**src/rtl/loader_wbm_if.sv**
```systemverilog
// Pipelined Wishbone write channel between the program loader and memory.
//   master: drives cyc/stb/we/adr/dat/sel, samples stall/ack/err
//   slave : the opposite direction
interface loader_wbm_if;
    logic        wb_cyc_o;
    logic        wb_stb_o;
    logic        wb_we_o;
    logic [31:0] wb_adr_o;
    logic [31:0] wb_dat_o;
    logic [3:0]  wb_sel_o;
    logic        wb_stall_i;
    logic        wb_ack_i;
    logic        wb_err_i;

    modport master (
        output wb_cyc_o, wb_stb_o, wb_we_o, wb_adr_o, wb_dat_o, wb_sel_o,
        input  wb_stall_i, wb_ack_i, wb_err_i
    );

    modport slave (
        input  wb_cyc_o, wb_stb_o, wb_we_o, wb_adr_o, wb_dat_o, wb_sel_o,
        output wb_stall_i, wb_ack_i, wb_err_i
    );
endinterface

```
**src/rtl/loader_wbm.sv**
```systemverilog
// Program loader: packs UART RX bytes into little-endian 32-bit words and
// writes them to consecutive addresses over pipelined Wishbone while
// load_en_i is high. An idle timeout flushes any partial word and ends the load.
//   wb_clk_i     : clock, rising edge
//   wb_rst_i     : asynchronous reset, active low
//   load_en_i    : arm level; low aborts and returns to idle
//   uart_rx_irq  : one-cycle byte-valid pulse, uart_rx_byte is the byte
//   wb           : Wishbone master port (cyc/stb/we/adr/dat/sel, stall/ack/err)
//   done_o       : one-cycle pulse when the load ends by timeout
//   err_o        : sticky bus error / overrun flag for the current load
//   word_count_o : words acknowledged in the current load
module loader_wbm #(
    parameter int unsigned SYS_CLK_FREQ   = 100000000,
    parameter logic [31:0] BASE_ADDR      = 32'h0000_0000,
    parameter int unsigned TIMEOUT_CYCLES = 200000000
) (
    input  logic               wb_clk_i,
    input  logic               wb_rst_i,
    input  logic               load_en_i,
    input  logic               uart_rx_irq,
    input  logic [7:0]         uart_rx_byte,
    loader_wbm_if.master       wb,
    output logic               done_o,
    output logic               err_o,
    output logic [31:0]        word_count_o
);

    localparam int unsigned TW = (TIMEOUT_CYCLES < 2) ? 1 : $clog2(TIMEOUT_CYCLES + 1);
    localparam logic [TW-1:0] TMO_MAX = TW'(TIMEOUT_CYCLES);

    // Clock frequency is informational only; a zero value elaborates nothing.
    if (SYS_CLK_FREQ == 0) begin : g_no_clk_freq
    end

    typedef enum logic [2:0] {
        S_IDLE, S_COLLECT, S_WRITE, S_WAIT_ACK, S_DONE, S_ERROR
    } state_t;

    state_t        state_q, state_d;
    logic          cyc_q, cyc_d;
    logic          stb_q, stb_d;
    logic          we_q;
    logic [31:0]   adr_q, adr_d;
    logic [31:0]   dat_q, dat_d;
    logic [3:0]    sel_q, sel_d;
    logic          done_q, done_d;
    logic          err_q, err_d;
    logic [31:0]   wc_q, wc_d;
    logic [1:0]    idx_q, idx_d;
    logic [31:0]   asm_q, asm_d;
    logic [TW-1:0] tmo_q, tmo_d;
    logic          seen_q, seen_d;
    logic          flush_q, flush_d;
    logic          fin_ok, fin_err;

    // State and datapath registers
    always_ff @(posedge wb_clk_i or negedge wb_rst_i) begin
        if (!wb_rst_i) begin
            state_q <= S_IDLE;
            cyc_q   <= 1'b0;
            stb_q   <= 1'b0;
            we_q    <= 1'b0;
            adr_q   <= BASE_ADDR;
            dat_q   <= 32'h0;
            sel_q   <= 4'h0;
            done_q  <= 1'b0;
            err_q   <= 1'b0;
            wc_q    <= 32'h0;
            idx_q   <= 2'd0;
            asm_q   <= 32'h0;
            tmo_q   <= '0;
            seen_q  <= 1'b0;
            flush_q <= 1'b0;
        end else begin
            state_q <= state_d;
            cyc_q   <= cyc_d;
            stb_q   <= stb_d;
            we_q    <= cyc_d;
            adr_q   <= adr_d;
            dat_q   <= dat_d;
            sel_q   <= sel_d;
            done_q  <= done_d;
            err_q   <= err_d;
            wc_q    <= wc_d;
            idx_q   <= idx_d;
            asm_q   <= asm_d;
            tmo_q   <= tmo_d;
            seen_q  <= seen_d;
            flush_q <= flush_d;
        end
    end

    // Next-state, byte assembly, bus handshake and timeout
    always_comb begin
        state_d = state_q;
        cyc_d   = cyc_q;
        stb_d   = stb_q;
        adr_d   = adr_q;
        dat_d   = dat_q;
        sel_d   = sel_q;
        done_d  = 1'b0;
        err_d   = err_q;
        wc_d    = wc_q;
        idx_d   = idx_q;
        asm_d   = asm_q;
        tmo_d   = tmo_q;
        seen_d  = seen_q;
        flush_d = flush_q;
        fin_ok  = 1'b0;
        fin_err = 1'b0;

        if (!load_en_i && (state_q != S_IDLE)) begin
            // Abort: drop the bus, discard the partial word, keep count/err
            state_d = S_IDLE;
            cyc_d   = 1'b0;
            stb_d   = 1'b0;
        end else begin
            case (state_q)
                S_IDLE: begin
                    if (load_en_i) begin
                        state_d = S_COLLECT;
                        adr_d   = BASE_ADDR;
                        idx_d   = 2'd0;
                        asm_d   = 32'h0;
                        wc_d    = 32'h0;
                        err_d   = 1'b0;
                        tmo_d   = '0;
                        seen_d  = 1'b0;
                        flush_d = 1'b0;
                    end
                end

                S_COLLECT: begin
                    if (uart_rx_irq) begin
                        seen_d = 1'b1;
                        tmo_d  = '0;
                        if (idx_q == 2'd3) begin
                            dat_d   = {uart_rx_byte, asm_q[23:0]};
                            sel_d   = 4'hF;
                            asm_d   = 32'h0;
                            idx_d   = 2'd0;
                            cyc_d   = 1'b1;
                            stb_d   = 1'b1;
                            flush_d = 1'b0;
                            state_d = S_WRITE;
                        end else begin
                            asm_d[{idx_q, 3'b000} +: 8] = uart_rx_byte;
                            idx_d = idx_q + 2'd1;
                        end
                    end else if (tmo_q == TMO_MAX) begin
                        if (idx_q != 2'd0) begin
                            // Flush the partial word; unfilled upper bytes are already zero
                            dat_d   = asm_q;
                            case (idx_q)
                                2'd1:    sel_d = 4'h1;
                                2'd2:    sel_d = 4'h3;
                                default: sel_d = 4'h7;
                            endcase
                            asm_d   = 32'h0;
                            idx_d   = 2'd0;
                            cyc_d   = 1'b1;
                            stb_d   = 1'b1;
                            flush_d = 1'b1;
                            state_d = S_WRITE;
                        end else begin
                            done_d  = 1'b1;
                            state_d = S_DONE;
                        end
                    end else if (seen_q) begin
                        tmo_d = tmo_q + TW'(1);
                    end
                end

                S_WRITE, S_WAIT_ACK: begin
                    if (uart_rx_irq) begin
                        tmo_d = '0;
                        asm_d[{idx_q, 3'b000} +: 8] = uart_rx_byte;
                        idx_d = idx_q + 2'd1;
                    end
                    if (uart_rx_irq && (idx_q == 2'd3)) begin
                        // A full word arrived before the previous write finished
                        err_d   = 1'b1;
                        cyc_d   = 1'b0;
                        stb_d   = 1'b0;
                        state_d = S_ERROR;
                    end else if (state_q == S_WRITE) begin
                        if (!wb.wb_stall_i) begin
                            stb_d = 1'b0;
                            if (wb.wb_err_i) begin
                                fin_err = 1'b1;
                            end else if (wb.wb_ack_i) begin
                                fin_ok = 1'b1;
                            end else begin
                                state_d = S_WAIT_ACK;
                            end
                        end
                    end else begin
                        if (wb.wb_err_i) begin
                            fin_err = 1'b1;
                        end else if (wb.wb_ack_i) begin
                            fin_ok = 1'b1;
                        end
                    end
                end

                default: ;  // S_DONE, S_ERROR hold until load_en_i drops
            endcase

            if (fin_err) begin
                cyc_d   = 1'b0;
                stb_d   = 1'b0;
                err_d   = 1'b1;
                state_d = S_ERROR;
            end else if (fin_ok) begin
                cyc_d   = 1'b0;
                stb_d   = 1'b0;
                adr_d   = adr_q + 32'd4;
                wc_d    = wc_q + 32'd1;
                done_d  = flush_q;
                state_d = flush_q ? S_DONE : S_COLLECT;
            end
        end
    end

    assign wb.wb_cyc_o   = cyc_q;
    assign wb.wb_stb_o   = stb_q;
    assign wb.wb_we_o    = we_q;
    assign wb.wb_adr_o   = adr_q;
    assign wb.wb_dat_o   = dat_q;
    assign wb.wb_sel_o   = sel_q;
    assign done_o        = done_q;
    assign err_o         = err_q;
    assign word_count_o  = wc_q;

endmodule
```
**src/flat_wrapper.sv**
```systemverilog
// flat-port wrapper written by rule: the top's interface ports become plain ports
module loader_wbm_flat 
#(
    parameter int unsigned SYS_CLK_FREQ   = 100000000,
    parameter logic [31:0] BASE_ADDR      = 32'h0000_0000,
    parameter int unsigned TIMEOUT_CYCLES = 200000000
)
  (wb_clk_i, wb_rst_i, load_en_i, uart_rx_irq, uart_rx_byte, done_o, err_o, word_count_o, wb_wb_cyc_o, wb_wb_stb_o, wb_wb_we_o, wb_wb_adr_o, wb_wb_dat_o, wb_wb_sel_o, wb_wb_stall_i, wb_wb_ack_i, wb_wb_err_i);
  loader_wbm_if wb_i ();
  input  logic wb_clk_i;
  input  logic wb_rst_i;
  input  logic load_en_i;
  input  logic uart_rx_irq;
  input  logic [7:0] uart_rx_byte;
  output logic done_o;
  output logic err_o;
  output logic [31:0] word_count_o;
  output wire logic [$bits(wb_i.wb_cyc_o)-1:0] wb_wb_cyc_o;
  output wire logic [$bits(wb_i.wb_stb_o)-1:0] wb_wb_stb_o;
  output wire logic [$bits(wb_i.wb_we_o)-1:0] wb_wb_we_o;
  output wire logic [$bits(wb_i.wb_adr_o)-1:0] wb_wb_adr_o;
  output wire logic [$bits(wb_i.wb_dat_o)-1:0] wb_wb_dat_o;
  output wire logic [$bits(wb_i.wb_sel_o)-1:0] wb_wb_sel_o;
  input wire logic [$bits(wb_i.wb_stall_i)-1:0] wb_wb_stall_i;
  input wire logic [$bits(wb_i.wb_ack_i)-1:0] wb_wb_ack_i;
  input wire logic [$bits(wb_i.wb_err_i)-1:0] wb_wb_err_i;
  assign wb_wb_cyc_o = wb_i.wb_cyc_o;
  assign wb_wb_stb_o = wb_i.wb_stb_o;
  assign wb_wb_we_o = wb_i.wb_we_o;
  assign wb_wb_adr_o = wb_i.wb_adr_o;
  assign wb_wb_dat_o = wb_i.wb_dat_o;
  assign wb_wb_sel_o = wb_i.wb_sel_o;
  assign wb_i.wb_stall_i = wb_wb_stall_i;
  assign wb_i.wb_ack_i = wb_wb_ack_i;
  assign wb_i.wb_err_i = wb_wb_err_i;
  loader_wbm #(.SYS_CLK_FREQ(SYS_CLK_FREQ), .BASE_ADDR(BASE_ADDR), .TIMEOUT_CYCLES(TIMEOUT_CYCLES)) u_core (.wb_clk_i(wb_clk_i), .wb_rst_i(wb_rst_i), .load_en_i(load_en_i), .uart_rx_irq(uart_rx_irq), .uart_rx_byte(uart_rx_byte), .wb(wb_i), .done_o(done_o), .err_o(err_o), .word_count_o(word_count_o));
endmodule
```
**config.mk**
```make
export PLATFORM = sky130hd
export DESIGN_NAME = loader_wbm_flat
export DESIGN_NICKNAME = d
export VERILOG_FILES = /design/src/rtl/loader_wbm_if.sv /design/src/rtl/loader_wbm.sv /design/src/flat_wrapper.sv
export SDC_FILE = /design/constraint.sdc
export NUM_CORES = 1
export LEC_CHECK = 0
export ABC_AREA = 0
export BUFFER_PORTS_ARGS = -buffer_cell sky130_fd_sc_hd__buf_2
export CAP_MARGIN = 30
export CORE_MARGIN = 1
export CORE_UTILIZATION = 40
export CTS_CLUSTER_SIZE = 8
export DETAILED_ROUTE_END_ITERATION = 8
export SYNTH_ARGS = -nofsm -noshare
export SYNTH_HDL_FRONTEND = slang
export SYNTH_SLANG_ARGS = --single-unit
```
**constraint.sdc**
```tcl
create_clock -name wb_clk_i -period 2.8 [get_ports wb_clk_i]
set_clock_uncertainty 0.15 [all_clocks]
set_input_delay 0.14 -clock wb_clk_i [delete_from_list [all_inputs] [get_ports wb_clk_i]]
set_output_delay 0.14 -clock wb_clk_i [all_outputs]
set_load 0.05 [all_outputs]
```
==> results of run 1 <==
[kinds of logic after synthesis]
kind of cell,after synthesis,share of synthesized area
and+or+nand+nor,384,0.245
AOI/OAI and AO/OA,228,0.157
DFF,171,0.468
buffers and inverters,84,0.0434
muxes,47,0.0572
xor gates and xnor gates,18,0.0173
adders and majority gates,9,0.0123
[layout make-up]
class	count	area [um2]	share of cell area
inverters	21	78.8	0.00719
clock inverters	14	200	0.0183
repair buffers	174	1120	0.102
clock buffers	18	439	0.0401
well taps	280	350	0.0320
multi-input cells	686	4490	0.410
flip-flops and latches	171	4280	0.390
[Yosys cell counts (13+ instances only)]
cell,n,area share
nor2_1,52,0.021
mux2_2,41,0.051
nand4_1,52,0.036
nand2_1,66,0.027
nand3_1,50,0.027
clkbuf_1,28,0.012
a31oi_1,32,0.022
o21ai_0,59,0.032
or4_1,22,0.018
a21oi_1,51,0.028
nor4_1,14,0.0096
and3_1,13,0.0089
buf_1,15,0.0062
or3_1,27,0.018
nor3_1,13,0.0071
inv_1,20,0.0082
a22oi_1,26,0.021
dfrtp_1,171,0.47
o31ai_1,14,0.012
[how the worst max path moves through the flow]
| stage | startpoint | endpoint | cells past startpoint |
|---|---|---|---|
| 2_1_floorplan | u_core.word_count_o[0] | u_core.word_count_o[22] | 7 |
| 3_3_place_gp | u_core.tmo_q[12] | u_core.asm_q[21] | 6 |
| 3_5_place_dp | u_core.tmo_q[12] | u_core.flush_q | 7 |
| 4_1_cts | u_core.tmo_q[12] | u_core.asm_q[17] | 6 |
| 5_1_grt | u_core.word_count_o[0] | u_core.word_count_o[22] | 6 |
| 6_report | u_core.tmo_q[12] | u_core.wb.wb_dat_o[24] | 6 |
[timing repair]
item                                   in CTS  in global routing
hold buffers                               12                  0
setup endpoints to repair                   0                 61
resized for setup                           0                  2
endpoints found under the hold margin      91                  0
[critical path: stages (launching register included)]
cell and delay, ns:
dfrtp_1 0.41, or4_4 0.55, or3_4 0.44, nor3_2 0.15
o21a_1 0.18, buf_12 0.23, mux2_2 0.37
[state kept, by name, indices dropped and copies added, names as in the netlist]
signal / flops
u_core.asm_q: 32
u_core.wb.wb_adr_o: 32
u_core.wb.wb_dat_o: 32
u_core.word_count_o: 32
u_core.tmo_q: 28
u_core.wb.wb_sel_o: 4
u_core.state_q: 3
u_core.idx_q: 2
u_core.done_o: 1
u_core.err_o: 1
u_core.flush_q: 1
u_core.seen_q: 1
u_core.wb.wb_cyc_o: 1
u_core.wb.wb_stb_o: 1
[stage by stage]
stage	worst slack, ns	cells	utilization
after floorplan	0.0527	941	-
after global placement	0.188	1320	0.461
after detailed placement	0.142	1320	0.461
after CTS	0.112	1364	0.496
after global routing	0.0483	1364	0.496
final	0.181	1364	0.496
[routing by layer]
metal | vias to the layer above | GRT usage
met1 | 3968 | 0.317
li1 | 3814 | -
met3 | 12 | 0.0366
met2 | 203 | 0.329
met5 | - | 0
met4 | 0 | 0.0539
[power groups by stage]
stage               sequential [mW]  clock (mW)  combinational (mW)
global placement               2.81           0                1.85
CTS                            2.77        2.63                1.87
finish                         2.77        2.57                1.87
global route                   2.79        2.72                2.03
detailed placement             2.82           0                1.85
floorplan                      2.99           0                1.04
==> summary.md, run 1 <==
| Metric | Value |
|---|---|
| Critical Path RT | `2.96 ns` |
| MaxCap Viol Count | `0` |
| WL/cell | `17.8 um` |
| EDFF count, synth | `0` |
| #FFs+latches synth | `171` |
| Final setup viols | `0` |
| Die Span Y | `153 um` |
| Final TNS setup | `0 ns` |
| Crit. End Element | `flip-flop` |
| Synthesized area | `0.00914 mm2` |
| Final Max Tran Viols | `0` |
| Final min period | `2.62 ns` |
| Initial antenna violation count | `0` |
| Slew HR | `0.374` |
| RR Startpoint | `u_core.tmo_q[12]` |
| Reg2reg path depth | `6` |
| Setup Crit Path Kind | `flip-flop to flip-flop` |
| Later-pin clock latency in the skew report | `0.44 ns` |
| Die X | `153 um` |
| Syn nets | `965` |
| Met3 wire len | `983 um` |
| Async SR Flop Fraction | `1.00` |
| Vias in the first global route | `7620` |
| # rows | `54` |
| Worst EP arrival | `2.78 ns` |
| Sink Count | `171` |
| Synth warn | `0` |
| CTS tree | `built` |
| Crit path max fanout | `35` |
| IO Count | `120` |
| Fraction of layout cells with a size suffix above 1 | `0.250` |
| DRT Pass-1 Iters | `5` |
| Fmax | `0.382 GHz` |
| Largest net degree at the start of global routing | `60` |
| Post-synthesis sequential area ratio | `0.468` |
| HPWL after DPL | `16700 um` |
| Clock share of power | `0.356` |
| Unrepaired setup endpoints after global routing | `no` |
| Clk root buf | `clkbuf_16` |
| First-pass GRT wire length | `40800 um` |
| Area grow syn2layout | `20.0%` |
| Wl on met1 | `12000 um` |
| Vias/cell | `5.86` |
| Reg2Reg Setup Slack | `0.18 ns` |
| Max VDD drop | `0.370 mV` |
| Fill count | `2059` |
| H-tree depth | `4` |
| Ys flop type | `dfrtp_1` |
| Post-route ant nets | `0` |
| Flop pwr share | `0.385` |
| Post-DP Area | `0.0102 mm2` |
| Worst-margin pin slew | `0.939 ns` |
| Final Cycle Share | `0.935` |
| Overflow after GRT | `0` |
| Final hold violations | `0` |
| Max Used Layer | `met4` |
| Sw power | `2.53 mW` |
| Setup Fix Bufs, Post-CTS | `0` |
| Distinct cells, synth | `77` |
| DRC | `0` |
| Clk buf depth | `2` |
| Net Sw Frac | `0.352` |
| Routability congestion estimate | `0.831` |
| Buffers on Ports | `119` |
| Initial Util | `0.414` |
| Reg2reg end | `u_core.wb.wb_dat_o[24]` |
| Nets | `1095` |
| DR vias | `7997` |
| Int Pwr | `4.67 mW` |
| Die ar. | `0.0234 mm2` |
| Total Power | `7.21 mW` |
| HP Class | `input port to async pin` |
| Post-Layout Inst Area | `0.0110 mm2` |
| Status | `complete, no violations` |
| Most frequent cells in the layout | `171 x dfrtp_1, 118 x buf_2, 66 x nand2_1` |
| Syn_area_per_cell | `9.71 um2` |
| CTS buffer count | `17` |
| Core Region | `0.0221 mm2` |
| Lkg Pwr | `4.88 nW` |
| Startpoint class of the critical path | `flip-flop` |
| Met2 WL | `11200 um` |
| Initial drt markers | `534` |
| CTS clk-pin slew, worst paths | `0.08 ns` |
| Antenna cells | `0` |
| GRT Util Overall | `0.216` |
| Routed Wire Length | `24300 um` |
| Syn Inst Count | `941` |
| Most common cell after layout, fill and taps aside | `dfrtp_1` |
| Power Dens Cells | `658 mW/mm2` |
| Gate power share | `0.259` |
| Final hold slack | `0.0997 ns` |
(Power assumes the default switching activity.)
==> run 2: changes to the inputs <==
--- a/config.mk
+++ b/config.mk
@@ -6,7 +6,7 @@
 export NUM_CORES = 1
 export LEC_CHECK = 0
 export ABC_AREA = 0
-export BUFFER_PORTS_ARGS = -buffer_cell sky130_fd_sc_hd__buf_2
+export BUFFER_PORTS_ARGS = -buffer_cell sky130_fd_sc_hd__clkbuf_2
 export CAP_MARGIN = 30
 export CORE_MARGIN = 1
 export CORE_UTILIZATION = 40
==> run 2 against run 1 <==
Against the previous run:
- highest routed layer unchanged
- largest cell class unchanged
- sequential power about the same
- maximum frequency shrank 1.5%
- worst setup slack got worse by 0.041 ns
- cell count is essentially flat
- largest power group unchanged
- clock power about the same
==> summary.md, run 2 (synthesis gave the netlist of run 1 again) <==
| Metric | Value |
|---|---|
| GRT Util Overall | `0.215 (-0.000611)` |
| Largest net degree at the start of global routing | `66 (+10%)` |
| Footprint of the multi-input gates | `0.00449 mm2 (-0.14%)` |
| # rows | `54 (unchanged)` |
| Setup Fix Bufs, Post-CTS | `0 (unchanged)` |
| Post-Layout Inst Area | `0.0109 mm2 (-0.11%)` |
| Final TNS setup | `0 ns (unchanged)` |
| Die Span Y | `153 um (unchanged)` |
| Initial antenna violation count | `0 (unchanged)` |
| Fill count | `2074 (+0.73%)` |
| Sink Count | `171 (unchanged)` |
| Core Region | `0.0221 mm2 (unchanged)` |
| Later-pin clock latency in the skew report | `0.44 ns (about the same)` |
| Final min period | `2.66 ns (+0.0409 ns)` |
| Max VDD drop | `0.395 mV (+6.7%)` |
| Reg2reg end | `u_core.wb.wb_dat_o[15]` |
| Final hold slack | `0.0811 ns (-0.0186 ns)` |
| Cell count after placement | `1321 (+0.076%)` |
| Final Cycle Share | `0.950 (+0.0146)` |
| Area grow syn2layout | `19.8%` |
| Antenna cells | `0 (unchanged)` |
| WL/cell | `17.9 um (+0.61%)` |
| Initial drt markers | `476 (-11%)` |
| Buffers on Ports | `119 (unchanged)` |
| Pre-CTS WS | `0.163 ns (+0.0208 ns)` |
| RR Startpoint | `u_core.tmo_q[12]` |
| Crit path from | `u_core.tmo_q[12]` |
| Worst EP arrival | `2.84 ns (+0.06 ns)` |
| Cell Count, Final, Fillers Out | `1365 (+0.073%)` |
| Clk root buf | `clkbuf_16` |
| Overflow after GRT | `0 (unchanged)` |
| Post-route ant nets | `0 (unchanged)` |
| Final WS setup | `0.140 ns (-0.0409 ns)` |
| Status | `complete, no violations` |
| Critical Path RT | `2.97 ns (about the same)` |
| Most frequent cells in the layout | `171 x dfrtp_1, 118 x clkbuf_2, 66 x nand2_1` |
| Fmax | `0.376 GHz (-1.5%)` |
| Total Power | `7.21 mW (about the same)` |
| Reg2reg path depth | `6 (unchanged)` |
| Setup Crit Path Kind | `flip-flop to flip-flop` |
| IO Count | `120 (unchanged)` |
| CTS clk-pin slew, worst paths | `0.07 ns (about the same)` |
| Nets | `1096 (+0.091%)` |
| Worst-margin pin slew | `0.987 ns (+0.0479 ns)` |
| Clk buf depth | `2 (unchanged)` |
| Reg2Reg Setup Slack | `0.14 ns (-0.04 ns)` |
| Routability congestion estimate | `0.860 (+3.5%)` |
| Lkg Pwr | `4.80 nW (-1.7%)` |
| HP Class | `input port to async pin` |
| Post-DP Area | `0.0102 mm2 (about the same)` |
| Power Dens Cells | `659 mW/mm2 (+0.18%)` |
| Die ar. | `0.0234 mm2 (unchanged)` |
| Routed Wire Length | `24500 um (+0.68%)` |
| HPWL after DPL | `16900 um (+1.2%)` |
| Slew HR | `0.342 (-0.0319)` |
| Vias in the first global route | `7708 (+1.2%)` |
| CTS buffer count | `17 (unchanged)` |
| CTS tree | `built` |
| H-tree depth | `4 (unchanged)` |
| Fraction of layout cells with a size suffix above 1 | `0.250 (about the same)` |
| MaxCap Viol Count | `0 (unchanged)` |
| Crit path max fanout | `35 (unchanged)` |
| Critical Path Sink | `u_core.wb.wb_dat_o[15]` |
| First-pass GRT wire length | `40800 um (unchanged)` |
| Unrepaired setup endpoints after global routing | `no` |
| Most common cell after layout, fill and taps aside | `dfrtp_1` |
| Vias/cell | `5.85 (-0.21%)` |
| Initial Util | `0.414 (unchanged)` |
| Register Area | `0.00428 mm2 (unchanged)` |
| Finished Core Util | `0.496 (-0.000566)` |
| DRC | `0 (unchanged)` |
| DR vias | `7986 (-0.14%)` |
| DRT Pass-1 Iters | `7 (+2)` |
| Final setup viols | `0 (unchanged)` |
| Crit. End Element | `flip-flop` |
| Startpoint class of the critical path | `flip-flop` |
| Final hold violations | `0 (unchanged)` |
| Die X | `153 um (unchanged)` |
| Final Max Tran Viols | `0 (unchanged)` |
run 2: changes by cell type in the layout (fill, tap and decap cells not counted), moves of 2 or more:
cell,previous run,this run
inv_8,4,1
inv_6,3,6
clkbuf_2,0,118
buf_2,118,0
clkbuf_8,1,3
buf_4,37,39
clkinv_4,0,2
clkinvlp_4,3,0
run 2: metal layers:
metal / routed length [um] / up-vias / share of wire / GRT usage
li1: - / 3821 / - / -
met1: 11900 / 3919 / 0.49 / 0.304
met2: 11100 / 220 / 0.45 / 0.339
met3: 1100 / 26 / 0.045 / 0.0366
met4: 350 / 0 / 0.014 / 0.0577
met5: 0 / - / 0 / 0
run 2: how the worst min path moves through the flow:
stage / to / slack [ns] / depth (start not counted)
2_1_floorplan: u_core.asm_q[0] / -0.31 / 0
6_report: u_core.wb.wb_adr_o[21] / 0.08 / 2
5_1_grt: u_core.wb.wb_adr_o[21] / 0.14 / 2
3_5_place_dp: u_core.wb.wb_adr_o[21] / -0.01 / 1
4_1_cts: u_core.err_o / 0.08 / 6
3_3_place_gp: u_core.wb.wb_adr_o[21] / -0.002 / 1
run 2: area by class of cell:
cell class | instances | share of cell area
Sequential cell | 171 | 0.391
Clock inverter | 12 | 0.0157
Timing Repair Buffer | 175 | 0.102
Inverter | 21 | 0.00720
Clock buffer | 20 | 0.0426
Multi-Input combinational cell | 686 | 0.410
Tap cell | 280 | 0.0320
run 2: report_power, final:
part / total (mW) / internal [mW] / leakage (nW) / switching [mW]
sequential: 2.78 / 2.62 / 2.37 / 0.160
combinational: 1.87 / 0.590 / 2.12 / 1.28
clock: 2.56 / 1.50 / 0.315 / 1.06
total: 7.21 / 4.71 / 4.80 / 2.50
run 2: worst max-delay path, stage by stage, from the launching register on:
cell and delay (ns):
dfrtp_1 0.42, or4_4 0.55, or3_4 0.43, nor3_2 0.16, o21a_1 0.20, buf_12 0.24
mux2_2 0.36
run 2: repair_timing:
action                                  in CTS  in global routing
hold buffers                                12                  0
hold endpoints to repair                    88                  0
endpoints found under the setup margin       0                  5
gates resized for setup                      0                  1
==> run 3: changes to the inputs <==
==> constraint.sdc (replaced) <==
create_clock -name wb_clk_i -period 3 [get_ports wb_clk_i]
set_clock_uncertainty 0.15 [all_clocks]
set_input_delay 0.15 -clock wb_clk_i [delete_from_list [all_inputs] [get_ports wb_clk_i]]
set_output_delay 0.15 -clock wb_clk_i [all_outputs]
set_load 0.05 [all_outputs]
==> run 3 against run 2 <==
Against the previous run:
- die area unchanged
- critical path depth is the same
- hold slack better by 0.0069 ns
- sequential share of layout area up 0.40 points
- register-to-register slack improved by 0.15 ns
- count of clock-buffer cells in the layout is 2 lower
- via count is 0.29% lower
- first-iteration DRC count up 35%
- maximum frequency down 1.9%
- total power is 7.5% lower
- design area fell by 1.0%
==> summary.md, run 3 (synthesis gave the netlist of run 1 again) <==
| Metric | Value |
|---|---|
| Setup Fix Bufs, Post-CTS | `0 (unchanged)` |
| Vias in the first global route | `7522 (-2.4%)` |
| Most frequent cells in the layout | `171 x dfrtp_1, 118 x clkbuf_2, 66 x nand2_1` |
| Antenna cells | `0 (unchanged)` |
| RR Startpoint | `u_core.tmo_q[12]` |
| CTS tree | `built` |
| H-tree depth | `4 (unchanged)` |
| DR vias | `7963 (-0.29%)` |
| HP Class | `input port to flip-flop` |
| Post-route ant nets | `0 (unchanged)` |
| Fmax | `0.369 GHz (-1.9%)` |
| Initial drt markers | `644 (+35%)` |
| IO Count | `120 (unchanged)` |
| MaxCap Viol Count | `0 (unchanged)` |
| Critical Path RT | `3.17 ns (+0.20 ns)` |
| Max Used Layer | `met4` |
| Final hold violations | `0 (unchanged)` |
| Later-pin clock latency in the skew report | `0.43 ns (about the same)` |
| Final min period | `2.71 ns (+0.0522 ns)` |
| Hold Path Sink | `u_core.err_o` |
| WL/cell | `18.1 um (+0.63%)` |
| Die X | `153 um (unchanged)` |
| Fraction of layout cells with a size suffix above 1 | `0.242 (-0.00768)` |
| Die ar. | `0.0234 mm2 (unchanged)` |
| Met2 WL | `11000 um (-1.0%)` |
| Routability congestion estimate | `0.819 (-4.8%)` |
| Final Cycle Share | `0.904 (-0.0459)` |
| Max VDD drop | `0.372 mV (-6.0%)` |
| Core Region | `0.0221 mm2 (unchanged)` |
| Final setup viols | `0 (unchanged)` |
| Lkg Pwr | `4.73 nW (-1.4%)` |
| Most common cell after layout, fill and taps aside | `dfrtp_1` |
| Slew HR | `0.520 (+0.178)` |
| Reg2Reg Setup Slack | `0.29 ns (+0.15 ns)` |
| Unrepaired setup endpoints after global routing | `no` |
| Vias/cell | `5.88 (+0.52%)` |
| Worst-margin pin slew | `0.719 ns (-0.267 ns)` |
| Routed Wire Length | `24500 um (-0.18%)` |
| HPWL after DPL | `16700 um (-0.99%)` |
| Final TNS setup | `0 ns (unchanged)` |
| DRT Pass-1 Iters | `5 (-2)` |
| First-pass GRT wire length | `40600 um (-0.58%)` |
| Die Span Y | `153 um (unchanged)` |
| Clk root buf | `clkbuf_16` |
| Sink Count | `171 (unchanged)` |
| CTS buffer count | `17 (unchanged)` |
| # rows | `54 (unchanged)` |
| Startpoint class of the critical path | `flip-flop` |
| Final Max Tran Viols | `0 (unchanged)` |
| Setup Crit Path Kind | `flip-flop to flip-flop` |
| Reg2reg end | `u_core.wb.wb_dat_o[3]` |
| CTS clk-pin slew, worst paths | `0.07 ns (about the same)` |
| HP Start | `wb_wb_stall_i` |
| DRC | `0 (unchanged)` |
| Finished Core Util | `0.491 (-0.00498)` |
| Final hold slack | `0.0880 ns (+0.00694 ns)` |
| Nets | `1085 (-1.0%)` |
| Overflow after GRT | `0 (unchanged)` |
| Post-DP Area | `0.0101 mm2 (-0.74%)` |
| Wl on met1 | `11700 um (-1.6%)` |
| Worst EP arrival | `2.88 ns (+0.04 ns)` |
| Area grow syn2layout | `18.6%` |
| Post-Layout Inst Area | `0.0108 mm2 (-1.0%)` |
| Hold Crit Depth | `6` |
| Initial antenna violation count | `0 (unchanged)` |
| GRT Util Overall | `0.216 (+0.000562)` |
| Buffers on Ports | `119 (unchanged)` |
| Power Dens Cells | `616 mW/mm2 (-6.5%)` |
| Status | `complete, no violations` |
| Largest net degree at the start of global routing | `72 (+9.1%)` |
| Initial Util | `0.414 (unchanged)` |
| Crit. End Element | `flip-flop` |
| Met3 wire len | `1350 um (+23%)` |
| Clk buf depth | `2 (unchanged)` |
| Reg2reg path depth | `6 (unchanged)` |
| Crit path max fanout | `35 (unchanged)` |
[run 3: final cells by class]
cell class                      count  area [um2]
Fill cell                        2035       11300
Multi-Input combinational cell    686        4490
Sequential cell                   171        4280
Timing Repair Buffer              164        1030
Clock buffer                       18         429
Tap cell                          280         350
Clock inverter                     14         184
Inverter                           21        78.8
[run 3: metal layers]
| layer | GRT usage | vias to the layer above |
|---|---|---|
| met2 | 0.326 | 267 |
| li1 | - | 3793 |
| met1 | 0.314 | 3880 |
| met4 | 0.0649 | 0 |
| met3 | 0.0374 | 23 |
| met5 | 0 | - |
[run 3: critical path, cell delays in order, from the launching register on]
cell and delay [ns]:
dfrtp_1 0.42, or4_4 0.55, or3_4 0.43, nor3_2 0.25, o21a_1 0.20, buf_12 0.22, mux2_2 0.36
[run 3: through the flow]
stage | total power [mW] | cells | setup slack (ns)
detailed placement | 4.36 | 1311 | 0.310
finish | 6.67 | 1354 | 0.288
global placement | 4.34 | 1310 | 0.341
CTS | 6.71 | 1354 | 0.296
global route | 6.99 | 1354 | 0.0461
floorplan | 3.76 | 941 | 0.253
[run 3: where the power goes]
group          internal [mW]  switching (mW)  total, mW
Clock                   1.33           0.993       2.33
Combinational          0.543            1.21       1.75
Sequential              2.44           0.153       2.60
[run 3: worst max path at each step]
stage	from	endpoint	slack, ns
after global routing	u_core.tmo_q[0]	u_core.asm_q[3]	0.05
after CTS	u_core.tmo_q[12]	u_core.wb.wb_dat_o[3]	0.30
after floorplan	u_core.word_count_o[0]	u_core.word_count_o[22]	0.25
final	u_core.tmo_q[12]	u_core.wb.wb_dat_o[3]	0.29
after global placement	u_core.tmo_q[12]	u_core.wb.wb_dat_o[5]	0.34
after detailed placement	u_core.tmo_q[12]	u_core.wb.wb_dat_o[5]	0.31
[run 3: repair_timing]
action,CTS,global route
hold buffers,11,0
hold endpoints to repair,99,0
endpoints found under the setup margin,0,3
resized for setup,0,1
